File: config.mk
export PLATFORM = sky130hd
export DESIGN_NAME = elevator_ctrl_n_flat
export DESIGN_NICKNAME = d
export VERILOG_FILES = /design/src/rtl/elevator_ctrl_n_if.sv /design/src/rtl/elevator_ctrl_n.sv /design/src/flat_wrapper.sv
export SDC_FILE = /design/constraint.sdc
export NUM_CORES = 1
export LEC_CHECK = 0
export CORE_ASPECT_RATIO = 1.1
export CORE_MARGIN = 2
export CORE_UTILIZATION = 53
export DETAILED_ROUTE_END_ITERATION = 8
export PLACE_DENSITY = 0.79
export SLEW_MARGIN = 40
export SYNTH_ARGS = -nofsm -noshare
export SYNTH_HDL_FRONTEND = slang
export SYNTH_SLANG_ARGS = --single-unit
File: constraint.sdc
create_clock -name CLK -period 3.72 [get_ports CLK]
set_clock_uncertainty 0.2 [all_clocks]
set_input_delay 1.116 -clock CLK [delete_from_list [all_inputs] [get_ports CLK]]
set_output_delay 1.116 -clock CLK [all_outputs]
set_load 0.005 [all_outputs]
File: src/rtl/elevator_ctrl_n_if.sv
// ----------------------------------------------------------------------------
// elevator_ctrl_n_if
// Bundles the call panels and the status outputs of the N-floor elevator
// controller.
//   master modport : the side that drives the call panels and reads status
//                    (elevator top level or testbench)
//   slave modport  : the controller itself
// Signals:
//   interior_panel [NUM_FLOORS] cabin call buttons, bit i = floor i
//   exterior_panel [NUM_FLOORS] hall call buttons, bit i = floor i
//   engine         [2]          00 off, 10 moving up, 11 moving down
//   doors          [NUM_FLOORS] one-hot open door, all zero = closed
//   current_floor  [FW]         floor the cabin is at or last passed
//   requests       [NUM_FLOORS] pending latched calls
//   direction      [1]          1 = up, 0 = down
// ----------------------------------------------------------------------------
interface elevator_ctrl_n_if #(
   parameter int NUM_FLOORS = 4
);
   localparam int FW = $clog2(NUM_FLOORS);

   logic [NUM_FLOORS-1:0] interior_panel;
   logic [NUM_FLOORS-1:0] exterior_panel;
   logic [1:0]            engine;
   logic [NUM_FLOORS-1:0] doors;
   logic [FW-1:0]         current_floor;
   logic [NUM_FLOORS-1:0] requests;
   logic                  direction;

   modport master (
      output interior_panel, exterior_panel,
      input  engine, doors, current_floor, requests, direction
   );

   modport slave (
      input  interior_panel, exterior_panel,
      output engine, doors, current_floor, requests, direction
   );
endinterface

File: src/rtl/elevator_ctrl_n.sv
// ----------------------------------------------------------------------------
// elevator_ctrl_n
// N-floor elevator controller. Latches cabin and hall calls, serves them in
// SCAN order (keeps its direction while calls remain ahead), and times the
// hop between adjacent floors and the door dwell with internal counters.
// All outputs are registered.
// Ports:
//   CLK   system clock, rising edge active
//   RST   synchronous reset, active high
//   estop emergency stop (present only when ELEVATOR_ESTOP_EN is defined):
//         engine off, counters frozen, calls still latch
//   elev  elevator_ctrl_n_if.slave: call panels in, engine/doors/floor/
//         requests/direction out
// Optional feature macro: ELEVATOR_ESTOP_EN
// ----------------------------------------------------------------------------
module elevator_ctrl_n #(
   parameter int NUM_FLOORS    = 4,
   parameter int TRAVEL_CYCLES = 4,
   parameter int DOOR_CYCLES   = 3,
   parameter int FW            = $clog2(NUM_FLOORS)
) (
   input  logic             CLK,
   input  logic             RST,
`ifdef ELEVATOR_ESTOP_EN
   input  logic             estop,
`endif
   elevator_ctrl_n_if.slave elev
);
   localparam int TCW = $clog2(TRAVEL_CYCLES) + 1;
   localparam int DCW = $clog2(DOOR_CYCLES) + 1;
   localparam logic [NUM_FLOORS-1:0] ONE         = NUM_FLOORS'(1);
   localparam logic [TCW-1:0]        TRAVEL_LAST = TCW'(TRAVEL_CYCLES - 1);
   localparam logic [DCW-1:0]        DOOR_LAST   = DCW'(DOOR_CYCLES - 1);
   localparam logic [FW-1:0]         TOP_FLOOR   = FW'(NUM_FLOORS - 1);

   typedef enum logic [1:0] {
      IDLE      = 2'd0,
      MOVE_UP   = 2'd1,
      MOVE_DOWN = 2'd2,
      DOOR_OPEN = 2'd3
   } state_t;

   state_t                state_reg, state_next, pick_state;
   logic [FW-1:0]         floor_reg, floor_next;
   logic [NUM_FLOORS-1:0] requests_reg, requests_next;
   logic                  direction_reg, direction_next, pick_dir;
   logic [TCW-1:0]        travel_cnt_reg, travel_cnt_next;
   logic [DCW-1:0]        door_cnt_reg, door_cnt_next;
   logic [1:0]            engine_reg, engine_next;
   logic [NUM_FLOORS-1:0] doors_reg, doors_next;

   logic [NUM_FLOORS-1:0] above_vec, below_vec, here_onehot;
   logic [NUM_FLOORS-1:0] calls, latch_calls, clear_mask, arrive_onehot;
   logic                  above, below, here, door_recall, halted;

`ifdef ELEVATOR_ESTOP_EN
   assign halted = estop;
`else
   assign halted = 1'b0;
`endif

   // Per-floor classification of pending calls relative to the cabin.
   generate
      for (genvar gi = 0; gi < NUM_FLOORS; gi++) begin : g_floor
         assign above_vec[gi] = requests_reg[gi] && (FW'(gi) > floor_reg);
         assign below_vec[gi] = requests_reg[gi] && (FW'(gi) < floor_reg);
      end
   endgenerate

   assign above       = |above_vec;
   assign below       = |below_vec;
   assign here_onehot = ONE << floor_reg;
   assign here        = |(requests_reg & here_onehot);
   assign calls       = elev.interior_panel | elev.exterior_panel;

   // A call for the floor whose door is already open is not latched; it
   // only extends the dwell.
   assign door_recall = (state_reg == DOOR_OPEN) && |(calls & here_onehot);
   assign latch_calls = (state_reg == DOOR_OPEN) ? (calls & ~here_onehot) : calls;

   // SCAN choice: keep going while calls remain ahead, else turn around,
   // else rest.
   always_comb begin
      pick_state = IDLE;
      pick_dir   = direction_reg;
      if (direction_reg ? above : below) begin
         pick_state = direction_reg ? MOVE_UP : MOVE_DOWN;
      end else if (direction_reg ? below : above) begin
         pick_state = direction_reg ? MOVE_DOWN : MOVE_UP;
         pick_dir   = ~direction_reg;
      end
   end

   // State register
   always_ff @(posedge CLK) begin
      if (RST) begin
         state_reg      <= IDLE;
         floor_reg      <= '0;
         requests_reg   <= '0;
         direction_reg  <= 1'b1;
         travel_cnt_reg <= '0;
         door_cnt_reg   <= '0;
         engine_reg     <= 2'b00;
         doors_reg      <= '0;
      end else begin
         state_reg      <= state_next;
         floor_reg      <= floor_next;
         requests_reg   <= requests_next;
         direction_reg  <= direction_next;
         travel_cnt_reg <= travel_cnt_next;
         door_cnt_reg   <= door_cnt_next;
         engine_reg     <= engine_next;
         doors_reg      <= doors_next;
      end
   end

   // Next-state logic
   always_comb begin
      state_next      = state_reg;
      floor_next      = floor_reg;
      direction_next  = direction_reg;
      travel_cnt_next = travel_cnt_reg;
      door_cnt_next   = door_cnt_reg;
      clear_mask      = '0;
      arrive_onehot   = '0;
      if (!halted) begin
         case (state_reg)
            IDLE: begin
               if (here) begin
                  state_next = DOOR_OPEN;
                  clear_mask = here_onehot;
               end else begin
                  state_next     = pick_state;
                  direction_next = pick_dir;
               end
            end
            MOVE_UP, MOVE_DOWN: begin
               if (travel_cnt_reg == TRAVEL_LAST) begin
                  travel_cnt_next = '0;
                  if (state_reg == MOVE_UP && floor_reg != TOP_FLOOR)
                     floor_next = floor_reg + FW'(1);
                  else if (state_reg == MOVE_DOWN && floor_reg != '0)
                     floor_next = floor_reg - FW'(1);
                  // Stop only if the floor just reached was already pending.
                  arrive_onehot = ONE << floor_next;
                  if (|(requests_reg & arrive_onehot)) begin
                     state_next = DOOR_OPEN;
                     clear_mask = arrive_onehot;
                  end
               end else begin
                  travel_cnt_next = travel_cnt_reg + TCW'(1);
               end
            end
            DOOR_OPEN: begin
               if (door_recall) begin
                  door_cnt_next = '0;
               end else if (door_cnt_reg == DOOR_LAST) begin
                  door_cnt_next  = '0;
                  state_next     = pick_state;
                  direction_next = pick_dir;
               end else begin
                  door_cnt_next = door_cnt_reg + DCW'(1);
               end
            end
            default: state_next = IDLE;
         endcase
      end
      requests_next = (requests_reg | latch_calls) & ~clear_mask;
   end

   // Output logic, registered alongside the state.
   always_comb begin
      engine_next = 2'b00;
      doors_next  = '0;
      case (state_next)
         MOVE_UP:   engine_next = halted ? 2'b00 : 2'b10;
         MOVE_DOWN: engine_next = halted ? 2'b00 : 2'b11;
         DOOR_OPEN: doors_next  = ONE << floor_next;
         default:   engine_next = 2'b00;
      endcase
   end

   assign elev.engine        = engine_reg;
   assign elev.doors         = doors_reg;
   assign elev.current_floor = floor_reg;
   assign elev.requests      = requests_reg;
   assign elev.direction     = direction_reg;
endmodule
File: src/flat_wrapper.sv
// flat-port wrapper written by rule: the top's interface ports become plain ports
module elevator_ctrl_n_flat 
#(
   parameter int NUM_FLOORS    = 4,
   parameter int TRAVEL_CYCLES = 4,
   parameter int DOOR_CYCLES   = 3,
   parameter int FW            = $clog2(NUM_FLOORS)
)
  (CLK, RST, elev_interior_panel, elev_exterior_panel, elev_engine, elev_doors, elev_current_floor, elev_requests, elev_direction);
  elevator_ctrl_n_if #(.NUM_FLOORS(NUM_FLOORS)) elev_i ();
  input  logic CLK;
  input  logic RST;
  input wire logic [$bits(elev_i.interior_panel)-1:0] elev_interior_panel;
  input wire logic [$bits(elev_i.exterior_panel)-1:0] elev_exterior_panel;
  output wire logic [$bits(elev_i.engine)-1:0] elev_engine;
  output wire logic [$bits(elev_i.doors)-1:0] elev_doors;
  output wire logic [$bits(elev_i.current_floor)-1:0] elev_current_floor;
  output wire logic [$bits(elev_i.requests)-1:0] elev_requests;
  output wire logic [$bits(elev_i.direction)-1:0] elev_direction;
  assign elev_i.interior_panel = elev_interior_panel;
  assign elev_i.exterior_panel = elev_exterior_panel;
  assign elev_engine = elev_i.engine;
  assign elev_doors = elev_i.doors;
  assign elev_current_floor = elev_i.current_floor;
  assign elev_requests = elev_i.requests;
  assign elev_direction = elev_i.direction;
  elevator_ctrl_n #(.NUM_FLOORS(NUM_FLOORS), .TRAVEL_CYCLES(TRAVEL_CYCLES), .DOOR_CYCLES(DOOR_CYCLES), .FW(FW)) u_core (.CLK(CLK), .RST(RST), .elev(elev_i));
endmodule
* Word-level counts from Yosys, hierarchy flattened *
Index checks and enable logic that the tools add are counted.

storage, ports and cells
  bits in registers = 21
  latch bits = 0
  RAM bits = 0
  ROM bits = 0
  input bits = 10
  output and inout port bits = 13
  word-level logic and storage cells = 101
  memories kept = 0

operators by class
  $add $sub $neg = 4
  multipliers = 0
  divide/modulo/power cells = 0
  order comparisons = 8
  eq/ne operators = 12
  shift operators = 3
  muxes and demuxes = 33
  bitwise operators = 11
  reductions and logical operators = 22

operators by type and width
  kind                                                           number
  2-to-1 mux 2 bit                                               15
  AND 4 bit                                                      5
  OR reduction 4 bit                                             5
  2-to-1 mux 4 bit                                               4
  left shift 1 x 2 -> 4 bit (first input constant)               3
  logical AND 1 bit                                              11
  2-to-1 mux 3 bit                                               3
  == test 2 bit (second input constant)                          4
  != test 2 bit (second input constant)                          4
  inverter 4 bit                                                 2
  OR 4 bit                                                       2
  one-hot mux 4 bit (2 select lines)                             1
  2-to-1 mux 1 bit                                               7
  adder 3 x 1 -> 3 bit (second input constant)                   2
  == test 3 x 2 -> 1 bit (second input constant)                 2
  one-hot mux 2 bit (3 select lines)                             1
  == test 2 x 1 -> 1 bit (second input constant)                 2
  greater-than comparator 1 x 2 -> 1 bit (first input constant)  2
  greater-than comparator 2 bit (first input constant)           2
  less-than comparator 1 x 2 -> 1 bit (first input constant)     2
  less-than comparator 2 bit (first input constant)              2
  one-hot mux 2 bit (2 select lines)                             1
  AND reduction 4 bit                                            1
  nonzero test 2 bit                                             2
  other kinds (6)                                                8

* Longest topological paths before layout *
Gate-level depths: netlist of the first run.

  depth in word-level cells = 15
  gate-level depth with buffers = 11
  mapped depth without buffers = 11

* Worst setup path after synthesis of the first run *
OpenSTA, ideal clock, no wires.

  path kind = input -> register
  from = input elev_exterior_panel[3]
  to = register u_core.engine_reg[0] (netlist: u_core.elev.engine[0])
  setup time = 0.115 ns
  arrival time = 2.880 ns
  data required time = 3.405 ns
  slack = 0.525 ns
  cell stages on the path = 9
  path buffers = 0
  path through = o21ai_0 -> nand4_1 -> nor3_1 -> o22ai_1 -> a311oi_2 -> o21ai_0 -> ha_1 -> nor2b_1 -> and2_1

on the way
  longest elaborated chain between the ends = 8
  elaborated cells between the ends (all ways) = 9
  those cells by class = 2 x eq/ne; 3 x mux; 2 x bitwise; 2 x reduce/logical

ends and longest elaborated chain
  element                                                         line                    RTL
  start, declared                                                 flat_wrapper.sv:14      input wire logic [$bits(elev_i.exterior_panel)-1:0] elev_exterior_panel;
  OR 4 bit *                                                      elevator_ctrl_n.sv:74   assign calls = elev.interior_panel | elev.exterior_panel;
  AND 4 bit *                                                     elevator_ctrl_n.sv:78   assign door_recall = (state_reg == DOOR_OPEN) && |(calls & here_onehot);
  OR reduction 4 bit *                                            elevator_ctrl_n.sv:78
  logical AND 1 bit *                                             elevator_ctrl_n.sv:78
  2-to-1 mux 2 bit *                                              elevator_ctrl_n.sv:155  if (door_recall) begin
  one-hot mux 2 bit (3 select lines) *                            elevator_ctrl_n.sv:127  case (state_reg)
  named net u_core.state_next[0]                                  elevator_ctrl_n.sv:43   state_t state_reg, state_next, pick_state;
  == test 2 bit / == test 2 x 1 -> 1 bit (equally long branches)  elevator_ctrl_n.sv:175  case (state_next)
  one-hot mux 2 bit (2 select lines) *                            elevator_ctrl_n.sv:175
  end signal, assigned                                            elevator_ctrl_n.sv:112  engine_reg <= engine_next;
  end, declared                                                   elevator_ctrl_n.sv:49   logic [1:0] engine_reg, engine_next;

The timed path passes the listed nets; every way through them passes the cells marked *.
A chain may end at the register's enable or synchronous reset.

* Final worst setup path of the first run *
  from = register u_core.floor_reg[1] (netlist: u_core.elev.current_floor[1])
  to = register u_core.engine_reg[0] (netlist: u_core.elev.engine[0])

on the way
  longest elaborated chain between the ends = 14
  elaborated cells between the ends (all ways) = 50
  those cells by class = 2 x add/sub; 8 x order compare; 3 x eq/ne; 2 x shift; 15 x mux; 3 x bitwise; 17 x reduce/logical

ends and longest elaborated chain
  element                                                                             line                    RTL
  start, declared                                                                     elevator_ctrl_n.sv:44   logic [FW-1:0] floor_reg, floor_next;
  start signal, assigned                                                              elevator_ctrl_n.sv:107  floor_reg <= floor_next;
  parallel branches: the longest is 11 deep, another holds subtractor 2 x 1 -> 2 bit  --
  one-hot mux 2 bit (3 select lines) *                                                elevator_ctrl_n.sv:127
  named net u_core.state_next[1]                                                      elevator_ctrl_n.sv:43
  == test 2 bit / == test 2 x 1 -> 1 bit (equally long branches)                      elevator_ctrl_n.sv:175
  one-hot mux 2 bit (2 select lines) *                                                elevator_ctrl_n.sv:175

Mark *: on every way through the listed nets, which the timed path passes. The select of a mux whose other input is x is not followed.

==> impl_metrics.csv, run 1 <==
group,metric,value,unit
status,outcome,"complete, no violations",
final_layout,multi_input_area,928,um^2
final_layout,num_antenna_cells,0,
setup_path,critPathCaptureType,"flop",
setup_path,slowest_stage,"dfxtp_1",
pwr,pwr-share-clk,12.2,%
clock_network,clock_path_buffers,2,
final_layout,area_growth,20.8,%
yosys,synth_nets,200,
yosys,synth.most_common_cell,"nor2_1",
detailed_routing,viasPerCell,6.14,
yosys,synth-seq-cells,21,
global_routing,grt_first_pass_wirelength,6100,um
placement,dp_cells,228,
yosys,yosysUniqueCellTypes,44,
pwr,vdd_ir_drop_max,482,uV
clock_network,clkLatencyLatePin,310,ps
clock_network,clk_pin_slew,110,ps
clock_network,cts_tree,"yes",
die,die_area,3080,um^2
pwr,power_density,541,nW/um^2
clock_network,cts-root-buf,"clkbuf_4",
yosys,ys_warn_count,0,
pwr,p_comb_share,55.2,%
setup_path,timing.rr.start,"u_core.elev.current_floor[1]$_SDFF_PP0_",
clock_network,cts-htree-levels,1,
clock_network,clock-sinks,21,
detailed_routing,vias,1425,
setup_path,cp-endpoint,"u_core.elev.engine[0]$_SDFF_PP0_",
sta,fin_crit_sh,93.0,%
final_layout,drive_gt1_share,6.97,%
setup_path,r2r_cells,11,
sta,slew_headroom,54.1,%
sta,fmax,289,MHz
pwr,p_leak,0.669,nW
yosys,seq_area_frac_synth,29.9,%
yosys,synth_edf_count,0,
sta,hold_viol_final,0,
setup_path,required,3730,ps
die,io_pins,23,
setup_path,start_kind,"flop",
pwr,switchingPower,0.000396,W
sta,whs,293,ps
yosys,yosys.area.top_type_share,29.9,%
worst_hold_path,hp-class,"flop to flop",
die,die_h,58,um
placement,place_congestion,0.922,
final_layout,final_nets,226,
sta,setup_viol,0,
final_layout,fillers,216,
yosys,synth_cells,176,
worst_hold_path,min-delay-start,"u_core.travel_cnt_reg[1]$_SDFFE_PP0N_",
die,start_util,55.8,%
pwr,switching_share,43.1,%
global_routing,grt_pass1_vias,1378,
sta,layout_min_cycle_time,3460,ps
job,maxCapViolCount,0,
final_layout,finalNonFillerCells,232,
pwr,intPower,0.000523,W
yosys,yosys-top-cells-count,"nor2_1, dfxtp_1, ha_1, a21oi_1, nand2_1",
yosys,async_reset_ff_share,0,%
clock_network,cts_setup_buffers,0,
global_routing,antenna_found_initial,0,
detailed_routing,wirelength,3760,um
global_routing,grt_max_degree,13,
yosys,synth.area.top_cells,"dfxtp_1, ha_1, nor2_1",
setup_path,crit_chain,"inv_1 -> ha_1 -> nor3b_1 -> a211oi_1 -> nor2_1 -> a211o_1 -> a41oi_1 -> nand3_1 -> ha_1 -> nor2b_1 -> and2_1",
yosys,synth_largest_area_cell,"dfxtp_1",
placement,dp_hpwl,2850,um
setup_path,timing.critical_path.buf_inv,1,
sta,tightest_slew,688,ps
setup_path,startpoint,"u_core.elev.current_floor[1]$_SDFF_PP0_",
setup_path,rr_endpoint,"u_core.elev.engine[0]$_SDFF_PP0_",
placement,dpl_cell_area,1670,um^2
detailed_routing,post-route-drc-count,0,
detailed_routing,first_pass_iters,4,
setup_path,crit_arrival,3470,ps
setup_path,crit_family,"compound AO/OA/AOI/OAI gates",
detailed_routing,postRouteAntennaNets,0,
yosys,netlist_area,1410,um^2
setup_path,r2r_setup_slack,260,ps
die,die_x,53.1,um
global_routing,overflow,0,
sta,setup_tns,0,ps
detailed_routing,drt_iter0_drc,85,
setup_path,cp_max_fo,12,
final_layout,fin_area,1700,um^2
clock_network,postCtsHoldBufs,0,
setup_path,crit_type,"flop to flop",
die,core_area,2520,um^2
sta,rsz0062_at_grt,"false",
die,rows,19,
yosys,synthFlopType,"dfxtp_1",
final_layout,layout.area.seq,420,um^2
setup_path,cp.depth,11,
pwr,seq_power_share,32.6,%
clock_network,ctsResizeCount,0,
yosys,synth.avg_cell_area,7.98,um^2
detailed_routing,routedWlPerCell,16.2,um
sta,slew_violations,0,
global_routing,track_usage,26.7,%
setup_path,cp_common_cell,"ha_1",
setup_path,slowest_delay,590,ps
placement,port_buffers,22,
clock_network,cts_inserted_buffers,3,
## how the worst min path moves through the flow
stage | endpoint | slack, ps | cells after the start
final | u_core.travel_cnt_reg[1]$_SDFFE_PP0N_ | 290 | 2
after global routing | u_core.travel_cnt_reg[1]$_SDFFE_PP0N_ | 330 | 2
after CTS | u_core.travel_cnt_reg[1]$_SDFFE_PP0N_ | 300 | 2
after detailed placement | u_core.travel_cnt_reg[1]$_SDFFE_PP0N_ | 290 | 2
after global placement | u_core.travel_cnt_reg[1]$_SDFFE_PP0N_ | 260 | 2
after floorplan | u_core.travel_cnt_reg[1]$_SDFFE_PP0N_ | 240 | 2
## layout by cell type (no fill, tap or decap), types with 2 or more instances in the layout
| cell type | n |
|---|---|
| or2_2 | 2 |
| clkdlybuf4s50_1 | 22 |
| inv_1 | 11 |
| a221oi_1 | 2 |
| clkbuf_4 | 3 |
| nand4_1 | 2 |
| a31oi_1 | 2 |
| buf_4 | 3 |
| a21oi_1 | 13 |
| a211o_1 | 2 |
| o21a_1 | 4 |
| or3_1 | 2 |
| o221ai_1 | 2 |
| nor3_1 | 2 |
| nand2_1 | 13 |
| a211oi_1 | 4 |
| ha_1 | 14 |
| nand2b_1 | 4 |
| nor2b_1 | 3 |
| dfxtp_1 | 21 |
| o21ai_0 | 12 |
| nor2_1 | 24 |
| a22oi_1 | 2 |
| nand3_1 | 5 |
| and3b_1 | 2 |
| a32o_1 | 4 |
## cell type report
class	instances	share of cell area [%]
sequential	21	24.8
clock buffer	4	1.55
multi-input combinational	140	54.7
timing repair buffer	25	14.3
tap	31	2.28
inverter	11	2.43
## worst reg2reg max path: cells and delay by family, from the launching register on
family	cells	cell delay, ps
buffers and inverters	1	160
adders and majority gates	2	670
and+or+nand+nor	5	700
AOI/OAI and AO/OA	3	1040
DFF	1	590
## power groups by stage
stage	Sequential [W]	Clock, W	Combinational, W
2_1_floorplan	0.000300	0	0.000348
3_3_place_gp	0.000302	0	0.000467
3_5_place_dp	0.000304	0	0.000490
4_1_cts	0.000299	0.000110	0.000495
5_1_grt	0.000303	0.000124	0.000557
6_report	0.000299	0.000112	0.000507
## metal layers
layer	GRT usage [%]	wire length [um]	share of wire [%]	up-vias
met1	32.2	1560	41	670
met2	44.5	1910	51	56
met5	0	0	0	-
met4	13.9	58	1.5	0
met3	5.15	233	6.2	7
li1	-	-	-	692
## metrics by stage
| step | power [W] | util, % | setup slack, ps |
|---|---|---|---|
| after global placement | 0.000769 | 66.3 | 89.8 |
| final | 0.000919 | 67.4 | 262 |
| after global routing | 0.000984 | 67.4 | 45.7 |
| after detailed placement | 0.000795 | 66.3 | 10.1 |
| after floorplan | 0.000648 | - | 525 |
| after CTS | 0.000904 | 67.4 | 316 |
## cells by family after synthesis
kind of cell               synth area share (%)
and+or+nand+nor                            25.3
AOI/OAI and AO/OA                          27.7
DFF                                        29.9
buffers and inverters                      4.01
adders and majority gates                  12.5
xor gates and xnor gates                  0.623
Power figures use the tool's default switching activity.
==> inputs of run 2 (changes only) <==
--- a/config.mk
+++ b/config.mk
@@ -5,11 +5,12 @@
 export SDC_FILE = /design/constraint.sdc
 export NUM_CORES = 1
 export LEC_CHECK = 0
+export CAP_MARGIN = 10
 export CORE_ASPECT_RATIO = 1.1
 export CORE_MARGIN = 2
 export CORE_UTILIZATION = 53
 export DETAILED_ROUTE_END_ITERATION = 8
-export PLACE_DENSITY = 0.79
+export PLACE_DENSITY_LB_ADDON = 0.3
 export SLEW_MARGIN = 40
 export SYNTH_ARGS = -nofsm -noshare
 export SYNTH_HDL_FRONTEND = slang
==> constraint.sdc (replaced) <==
create_clock -name CLK -period 3.8 [get_ports CLK]
set_clock_uncertainty 0.2 [all_clocks]
set_input_delay 1.14 -clock CLK [delete_from_list [all_inputs] [get_ports CLK]]
set_output_delay 1.14 -clock CLK [all_outputs]
set_load 0.005 [all_outputs]
==> run 2 against run 1 <==
Die area unchanged; largest cell class unchanged; first-iteration DRC count down 20%; largest power group unchanged; count of clock-buffer cells in the layout unchanged; register-to-register slack better by 90 ps; worst setup slack better by 92 ps; critical path depth unchanged; power down 3.8%.
==> impl_metrics.csv, run 2 (same netlist as run 1, synthesis figures left out) <==
group,metric,value,unit
setup_path,critPathCaptureType,"flop",
worst_hold_path,hp-class,"flop to flop",
clock_network,clk_pin_slew,100,ps
pwr,switching_share,42.1,%
worst_hold_path,holdPathEnd,"u_core.travel_cnt_reg[1]$_SDFFE_PP0N_",
setup_path,r2r_setup_slack,350,ps
global_routing,antenna_found_initial,0,
sta,fmax,290,MHz
pwr,seq_power_share,33.5,%
clock_network,clock_path_buffers,2,
setup_path,r2r_cells,11,
final_layout,area_growth,20.8,%
clock_network,cts-htree-levels,1,
setup_path,crit_type,"flop to flop",
pwr,switchingPower,0.000372,W
final_layout,final_common_cell,"nor2_1",
sta,whs,278,ps
detailed_routing,first_pass_iters,4,
final_layout,drive_gt1_share,6.97,%
pwr,vdd_ir_drop_max,364,uV
sta,rsz0062_at_grt,"false",
die,rows,19,
worst_hold_path,min-delay-start,"u_core.travel_cnt_reg[1]$_SDFFE_PP0N_",
clock_network,cts_tree,"yes",
global_routing,grt_first_pass_wirelength,5890,um
setup_path,cp_max_fo,12,
sta,setup_viol,0,
setup_path,timing.rr.start,"u_core.elev.current_floor[1]$_SDFF_PP0_",
detailed_routing,routedWlPerCell,15.3,um
clock_network,clock-sinks,21,
die,start_util,55.8,%
detailed_routing,wirelength,3550,um
die,die_h,58,um
clock_network,cts_setup_buffers,0,
placement,port_buffers,22,
sta,tightest_slew,633,ps
global_routing,grt_max_degree,21,
global_routing,overflow,0,
final_layout,num_antenna_cells,0,
die,io_pins,23,
setup_path,rr_endpoint,"u_core.elev.engine[0]$_SDFF_PP0_",
placement,dp_worst_setup_slack,113,ps
clock_network,cts_inserted_buffers,3,
clock_network,postCtsHoldBufs,0,
setup_path,start_kind,"flop",
pwr,p_comb_share,54.7,%
final_layout,layout_common_cells,"nor2_1, clkdlybuf4s50_1, dfxtp_1, ha_1",
sta,hold_viol_final,0,
final_layout,final_nets,226,
global_routing,grt_pass1_vias,1385,
die,die_x,53.1,um
pwr,intPower,0.000512,W
clock_network,ctsResizeCount,0,
placement,dp_hpwl,2670,um
worst_hold_path,hold_path_depth,2,
detailed_routing,post-route-drc-count,0,
pwr,pwr-share-clk,11.8,%
detailed_routing,viasPerCell,6.16,
job,maxCapViolCount,0,
sta,slew_headroom,57.8,%
pwr,power_density,521,nW/um^2
sta,slew_violations,0,
placement,place_congestion,0.907,
detailed_routing,vias,1428,
clock_network,cts-root-buf,"clkbuf_4",
setup_path,crit_arrival,3460,ps
pwr,power,0.000884,W
die,die_area,3080,um^2
sta,layout_min_cycle_time,3450,ps
pwr,p_leak,0.669,nW
detailed_routing,drt_iter0_drc,68,
final_layout,fillers,226,
detailed_routing,postRouteAntennaNets,0,
sta,setup_tns,0,ps
setup_path,required,3810,ps
die,core_area,2520,um^2
global_routing,track_usage,25.4,%
sta,setup_slack,354,ps
clock_network,clkLatencyLatePin,300,ps
sta,fin_crit_sh,90.7,%
status,outcome,"complete, no violations",
[run 2: how the worst max path moves through the flow]
stage | from | endpoint | slack (ps) | cells after the start
after floorplan | elev_exterior_panel[3] | u_core.elev.engine[0]$_SDFF_PP0_ | 580 | 9
after global placement | elev_exterior_panel[2] | u_core.elev.engine[0]$_SDFF_PP0_ | 120 | 11
after detailed placement | elev_exterior_panel[2] | u_core.elev.doors[3]$_SDFF_PP0_ | 110 | 10
after CTS | elev_interior_panel[0] | u_core.elev.engine[0]$_SDFF_PP0_ | 400 | 10
after global routing | elev_exterior_panel[3] | u_core.elev.engine[0]$_SDFF_PP0_ | 130 | 11
final | u_core.elev.current_floor[1]$_SDFF_PP0_ | u_core.elev.engine[0]$_SDFF_PP0_ | 350 | 11
[run 2: power groups by stage]
stage                     sequential, W  clock (W)  combinational (W)
after global placement         0.000297          0           0.000458
after CTS                      0.000295   0.000108           0.000477
after detailed placement       0.000300          0           0.000472
final                          0.000296   0.000105           0.000483
after global routing           0.000301   0.000116           0.000537
after floorplan                0.000293          0           0.000341
[run 2: worst max-delay path: stages (launching register included)]
cell and delay [ps]:
dfxtp_1 590, inv_1 150, ha_1 390, nor3b_1 90, a211oi_1 350, nor2_1 160
a211o_1 390, a311oi_2 320, o21ai_0 130, ha_1 290, nor2b_1 140, and2_1 160
[run 2: layout make-up]
cell class | count | area (um^2) | area share, %
Timing Repair Buffer | 25 | 243 | 14.3
Multi-Input combinational cell | 140 | 928 | 54.7
Tap cell | 31 | 38.8 | 2.28
Sequential cell | 21 | 420 | 24.8
Clock buffer | 4 | 26.3 | 1.55
Inverter | 11 | 41.3 | 2.43
[run 2: metal layers]
metal / global-route usage (%) / vias up / share of wire, %
met5: 0 / - / 0
met4: 13.6 / 0 / 2.3
met3: 3.87 / 11 / 6.5
met2: 44.1 / 67 / 50
met1: 29.5 / 657 / 41
li1: - / 693 / -
[run 2: through the flow]
stage / util (%) / std cells / cell area [um^2]
floorplan: - / 176 / 1410
CTS: 67.4 / 232 / 1700
detailed placement: 66.3 / 228 / 1670
global route: 67.4 / 232 / 1700
global placement: 66.3 / 228 / 1670
finish: 67.4 / 232 / 1700
